File: config.mk
export PLATFORM = sky130hd
export DESIGN_NAME = lcd_char_feeder
export DESIGN_NICKNAME = d
export VERILOG_FILES = /design/src/rtl/lcd_char_feeder.sv
export SDC_FILE = /design/constraint.sdc
export NUM_CORES = 1
export LEC_CHECK = 0
export ABC_AREA = 0
export CAP_MARGIN = 10
export CELL_PAD_IN_SITES_DETAIL_PLACEMENT = 0
export CELL_PAD_IN_SITES_GLOBAL_PLACEMENT = 1
export CORE_ASPECT_RATIO = 1.75
export CORE_MARGIN = 1.5
export CORE_UTILIZATION = 49
export CTS_BUF_LIST = sky130_fd_sc_hd__clkbuf_8
export CTS_CLUSTER_DIAMETER = 60
export DETAILED_ROUTE_END_ITERATION = 16
export PLACE_DENSITY = 0.8
export SLEW_MARGIN = 20
export SYNTH_ARGS = -nofsm -noshare
export SYNTH_HDL_FRONTEND = slang
export SYNTH_SLANG_ARGS = --single-unit
File: constraint.sdc
create_clock -name clk -period 2.5 [get_ports clk]
set_clock_uncertainty 0.05 [all_clocks]
set_input_delay 0.25 -clock clk [delete_from_list [all_inputs] [get_ports clk]]
set_output_delay 0.25 -clock clk [all_outputs]
set_load 0.03 [all_outputs]
File: src/rtl/lcd_char_feeder.sv
// lcd_char_feeder: buffers ASCII chars and emits HD44780 command/data bytes over req/ack.
// Define LCD_FEEDER_CTRL_CHAR_EN to consume LF/CR at the FIFO head as cursor moves.
module lcd_char_feeder #(
    parameter int         COLS       = 16,
    parameter int         ROWS       = 2,
    parameter int         FIFO_DEPTH = 16,
    parameter logic [7:0] LINE2_BASE = 8'h40
) (
    input  logic                          clk,
    input  logic                          rst,
    input  logic                          char_valid,
    input  logic [7:0]                    char_data,
    output logic                          char_ready,
    input  logic                          clear_req,
    output logic                          lcd_req,
    output logic                          lcd_rs,
    output logic [7:0]                    lcd_byte,
    input  logic                          lcd_ack,
    output logic                          busy,
    output logic [$clog2(FIFO_DEPTH):0]   fifo_count
);
    localparam int AW = $clog2(FIFO_DEPTH);
    localparam int CW = (COLS > 1) ? $clog2(COLS) : 1;
    localparam logic [AW:0] FULL = (AW+1)'(FIFO_DEPTH);

    typedef enum logic [2:0] {S_IDLE, S_ADDR, S_DATA, S_CLEAR, S_WAIT} state_t;

    state_t          state_q, state_d;
    logic [7:0]      mem_q [FIFO_DEPTH];
    logic [AW-1:0]   wr_ptr_q, wr_ptr_d, rd_ptr_q, rd_ptr_d;
    logic [AW:0]     count_q, count_d;
    logic            req_q, req_d, rs_q, rs_d;
    logic [7:0]      byte_q, byte_d;
    logic            row_q, row_d;
    logic [CW-1:0]   col_q, col_d;
    logic            need_addr_q, need_addr_d;
    logic            clear_pending_q, clear_pending_d;
    logic            push, pop, is_lf, is_cr, row_next;
    logic [7:0]      head, addr;

    assign char_ready = count_q != FULL;
    assign push       = char_valid & char_ready & ~clear_req;
    assign head       = mem_q[rd_ptr_q];
    assign row_next   = (ROWS == 2) ? ~row_q : 1'b0;
    assign addr       = 8'h80 | ((row_q ? LINE2_BASE : 8'h00) + 8'(col_q));
    assign lcd_req    = req_q;
    assign lcd_rs     = rs_q;
    assign lcd_byte   = byte_q;
    assign fifo_count = count_q;
    assign busy       = (state_q != S_IDLE) || (count_q != '0) || clear_pending_q;

`ifdef LCD_FEEDER_CTRL_CHAR_EN
    assign is_lf = head == 8'h0A;
    assign is_cr = head == 8'h0D;
`else
    assign is_lf = 1'b0;
    assign is_cr = 1'b0;
`endif

    // A clear flushes the FIFO and wins over any push or pop in the same cycle.
    always_comb begin
        wr_ptr_d = wr_ptr_q + AW'(push);
        rd_ptr_d = rd_ptr_q + AW'(pop);
        count_d  = count_q + (AW+1)'(push) - (AW+1)'(pop);
        if (clear_req) begin
            wr_ptr_d = '0;
            rd_ptr_d = '0;
            count_d  = '0;
        end
    end

    always_comb begin
        state_d         = state_q;
        req_d           = req_q;
        rs_d            = rs_q;
        byte_d          = byte_q;
        row_d           = row_q;
        col_d           = col_q;
        need_addr_d     = need_addr_q;
        clear_pending_d = clear_pending_q | clear_req;
        pop             = 1'b0;
        case (state_q)
            S_IDLE: begin
                if (clear_pending_q) state_d = S_CLEAR;
                else if (count_q != '0) begin
                    if (is_lf || is_cr) begin
                        pop         = 1'b1;
                        col_d       = '0;
                        need_addr_d = 1'b1;
                        row_d       = is_lf ? row_next : row_q;
                    end else state_d = need_addr_q ? S_ADDR : S_DATA;
                end
            end
            S_ADDR, S_DATA, S_CLEAR: begin
                // A clear arriving before the byte is offered abandons it; once offered it is held until acked.
                if (!req_q) begin
                    if (clear_pending_q && state_q != S_CLEAR) state_d = S_IDLE;
                    else begin
                        req_d  = 1'b1;
                        rs_d   = state_q == S_DATA;
                        byte_d = (state_q == S_DATA) ? head : (state_q == S_ADDR) ? addr : 8'h01;
                    end
                end else if (lcd_ack) begin
                    req_d   = 1'b0;
                    state_d = S_WAIT;
                    if (state_q == S_ADDR) begin
                        need_addr_d = 1'b0;
                        if (!clear_pending_q) state_d = S_DATA;
                    end else if (state_q == S_DATA) begin
                        pop = !clear_pending_q;
                        if (col_q == CW'(COLS - 1)) begin
                            col_d       = '0;
                            row_d       = row_next;
                            need_addr_d = 1'b1;
                        end else col_d = col_q + CW'(1);
                    end else begin
                        row_d           = 1'b0;
                        col_d           = '0;
                        need_addr_d     = 1'b1;
                        clear_pending_d = clear_req;
                    end
                end
            end
            S_WAIT:  state_d = S_IDLE;
            default: state_d = S_IDLE;
        endcase
    end

    always_ff @(posedge clk) begin
        if (push) mem_q[wr_ptr_q] <= char_data;
    end

    always_ff @(posedge clk or posedge rst) begin
        if (rst) begin
            state_q         <= S_IDLE;
            wr_ptr_q        <= '0;
            rd_ptr_q        <= '0;
            count_q         <= '0;
            req_q           <= 1'b0;
            rs_q            <= 1'b0;
            byte_q          <= 8'h00;
            row_q           <= 1'b0;
            col_q           <= '0;
            need_addr_q     <= 1'b1;
            clear_pending_q <= 1'b0;
        end else begin
            state_q         <= state_d;
            wr_ptr_q        <= wr_ptr_d;
            rd_ptr_q        <= rd_ptr_d;
            count_q         <= count_d;
            req_q           <= req_d;
            rs_q            <= rs_d;
            byte_q          <= byte_d;
            row_q           <= row_d;
            col_q           <= col_d;
            need_addr_q     <= need_addr_d;
            clear_pending_q <= clear_pending_d;
        end
    end
endmodule

==> results.tsv <==
stage	metric	value	unit
run_status	status	finished with violations	
run_status	violations	setup timing	
synth	synthArstFlopShare	20.50	%
floorplan	ios	30	
routing	drtIter0Drc	233	
finish	nFillCells	1049	
grt	grt_use_total	19.87	%
worst_setup_path	critPathCaptureType	flop	
synth	syn_nets	427	
finish	utilization	58.94	%
power_and_ir_drop	power.internal	4.540	mW
synth	synth_edf_count	128	
grt	grt_pass1_wl	20970	um
floorplan	die_width	91.69	um
place	dp_hpwl	9160	um
finish	multi_input_area	0.001961	mm2
sta	finalWorstSetupSlack	-30.79	ps
worst_setup_path	arrival	2820	ps
floorplan	rows	56	
min_path	hold_start	row_q	
sta	worst_slew_pin_slew	616.5	ps
place	dpl_cell_area	0.007437	mm2
routing	drtAntennaViolNets	0	
min_path	min_path_type	flop to flop	
floorplan	core	0.01345	mm2
synth	synthCells	402	
grt	met3_usage	4.131	%
finish	layout-drive-gt1-share	23.75	%
power_and_ir_drop	total_power	6.275	mW
grt	grt_busiest_layer	met2	
power_and_ir_drop	swShare	27.64	%
synth	synth.yosys.warnings	0	
worst_setup_path	cp-startpoint	state_q[2]	
power_and_ir_drop	cellPowerDensity	791.4	mW/mm2
floorplan	fp.dieH	158.2	um
run	drv_cap	0	
sta	period_needed	2531	ps
grt	antenna_found_initial	0	
routing	wl_per_cell	20.32	um
synth	postSynthAreaPerCell	16.78	um2
grt	grt_max_degree	34	
sta	rsz0062_at_grt	true	
worst_setup_path	critical_path.slowest_cell	or3b_1	
clock_tree	numCtsBuffers	17	
routing	vias	3680	
power_and_ir_drop	sequentialPowerShare	49.8	%
finish	insertedDiodeCount	0	
grt	grt_pass1_vias	3892	
synth	synth_cell_types	51	
place	port_buffers	29	
worst_setup_path	worstReg2RegStart	state_q[2]	
power_and_ir_drop	leakagePower	2.758	nW
synth	seq_area_frac_synth	69.25	%
worst_setup_path	critPathLaunchType	flop	
power_and_ir_drop	max-vdd-ir-drop	464.9	uV
worst_setup_path	slowest_delay	390	ps
clock_tree	cts_tree	built	
worst_setup_path	critPathRequiredTime	2790	ps
synth	synthFlopType	edfxtp_1	
sta	finalCritPeriodShare	101.2	%
clock_tree	cts_sinks	161	
routing	routed_wl	13290	um
finish	fin_nets	492	
sta	slew_violations	0	
routing	first_pass_iters	4	
floorplan	initial_core_util	50.14	%
worst_setup_path	critPathKind	flop to flop	
power_and_ir_drop	p_sw	1.734	mW
worst_setup_path	crit_family	simple AND/OR/NAND/NOR gates	
place	gp_congestion	0.8278	
grt	use_met1	21.93	%
clock_tree	clk_pin_slew_worst_paths	100	ps
worst_setup_path	critPathBufInv	2	
grt	grt_use_met2	36.78	%
floorplan	die_area	0.01451	mm2
finish	mostFrequentLayoutCell	edfxtp_1	
synth	synth_area	0.006745	mm2
routing	viasPerCell	5.627	
worst_setup_path	worstPathCellList	or3b_1, or2_4, nor2_4, ha_4, inv_2, ha_4, inv_2, fa_2, nor2b_2, o21bai_1, a21oi_1, nor3b_2	
finish	area_delta_synth_final	17.55	%
finish	layout_common_cells	edfxtp_1 (128), buf_4 (35), nor2_1 (32)	
synth	ys_seq_elements	161	
sta	setup_violations	1	
power_and_ir_drop	pwr-share-clk	32.1	%
clock_tree	clock_latency	440	ps
clock_tree	cts_buffer_depth	2	
finish	final-seq-area	0.004672	mm2
finish	final_area	0.007929	mm2
grt	gr-total-overflow	0	
sta	maxSlewHeadroom	58.81	%
sta	max_freq	395.1	MHz
routing	route.detailed.drc	0	
power_and_ir_drop	comb_power_share	18.1	%
sta	hold_viol	0	
clock_tree	htree_levels	4	
clock_tree	cts-root-buf	clkbuf_8	
worst_setup_path	crit_path_max_fanout	2	
[cell type report]
| cell class | count | share of cell area, % |
|---|---|---|
| Clock buffer | 17 | 2.951 |
| Timing Repair Buffer | 67 | 7.590 |
| Inverter | 13 | 0.6154 |
| Tap cell | 174 | 2.746 |
| Clock inverter | 15 | 2.446 |
| Sequential cell | 161 | 58.92 |
| Multi-Input combinational cell | 207 | 24.73 |
[registers in the layout, summed over array words and instances, names as in the netlist, 3 cells and up]
signal and count:
wr_ptr_q 4, fifo_count 5, mem_q 128, state_q 3
rd_ptr_q 4, lcd_byte 8, col_q 4
[kinds of logic (layout without fill, tap and decap cells)]
logic type	count (synthesis)	count (layout)	share of synthesized area, %
xor gates and xnor gates	6	6	0.7792
muxes	46	46	12.89
AOI/OAI and AO/OA	36	36	3.729
DFF	161	161	69.25
adders and majority gates	14	14	2.634
buffers and inverters	34	112	2.671
and+or+nand+nor	105	105	8.051
[layer usage]
layer,share of wire [%],wire length [um]
met2,57,7519
met5,0,0
met4,2.2,288
met1,38,5043
met3,3.3,439
[what timing repair did]
action / in CTS / in global routing
cloned: 0 / 0
resized for setup: 6 / 0
pin swaps: 8 / 8
endpoints found under the hold margin: 4 / 0
hold buffers: 1 / 0
buffers inserted: 2 / 2
endpoints found under the setup margin: 2 / 2
[power groups by stage]
stage                     sequential (mW)  clock (mW)  combinational, mW
final                                3.13        2.01               1.14
after global routing                 3.14        2.17               1.24
after floorplan                      3.29           0              0.594
after CTS                            3.13        2.07               1.14
after detailed placement             3.18           0               1.12
after global placement               3.17           0               1.10
[synth_stat cells (4+ instances only)]
| master | count | area share [%] |
|---|---|---|
| a2111o_1 | 4 | 0.67 |
| a21o_1 | 5 | 0.56 |
| a21oi_1 | 6 | 0.45 |
| buf_2 | 4 | 0.30 |
| clkbuf_1 | 8 | 0.45 |
| dfrtp_1 | 32 | 12 |
| edfxtp_1 | 128 | 57 |
| ha_1 | 11 | 2.0 |
| inv_1 | 13 | 0.72 |
| mux2i_1 | 13 | 1.9 |
| mux4_2 | 30 | 10 |
| nand2_1 | 13 | 0.72 |
| nand2b_1 | 5 | 0.46 |
| nand3_1 | 7 | 0.52 |
| nand3b_1 | 5 | 0.56 |
| nor2_1 | 33 | 1.8 |
| nor2b_1 | 8 | 0.74 |
| nor3_1 | 13 | 0.96 |
| nor3b_1 | 6 | 0.67 |
| o21ai_0 | 9 | 0.67 |
| o22ai_1 | 4 | 0.37 |
[worst paths after layout]
| kind | end | slack (ps) | cells past startpoint |
|---|---|---|---|
| max in group asynchronous | need_addr_q | 1220 | 4 |
| worst min register to register | row_q | 460 | 1 |
| worst max register to register | fifo_count[4] | -30 | 12 |
| min in group asynchronous | wr_ptr_q[2] | 510 | 3 |
| worst min-delay path | row_q | 460 | 1 |
| worst max-delay path | fifo_count[4] | -30 | 12 |
[metrics by stage]
step	hold slack, ps	instances	TNS [ps]	worst slack (ps)
2_1_floorplan	265.6	402	-133.4	-133.4
3_3_place_gp	412.9	617	-152.5	-152.5
3_5_place_dp	417.2	617	-218.5	-218.5
4_1_cts	463.8	652	-72.64	-72.64
5_1_grt	497.9	654	-130.4	-126.7
6_report	463.2	654	-30.79	-30.79
[worst reg2reg max path: stages (launching register included)]
cell and delay (ps):
dfrtp_1 380, or3b_1 390, or2_4 250, nor2_4 130
ha_4 210, inv_2 60, ha_4 120, inv_2 30
fa_2 340, nor2b_2 140, o21bai_1 100, a21oi_1 170
nor3b_2 60
Note: power is estimated with default switching activity, not from simulation.
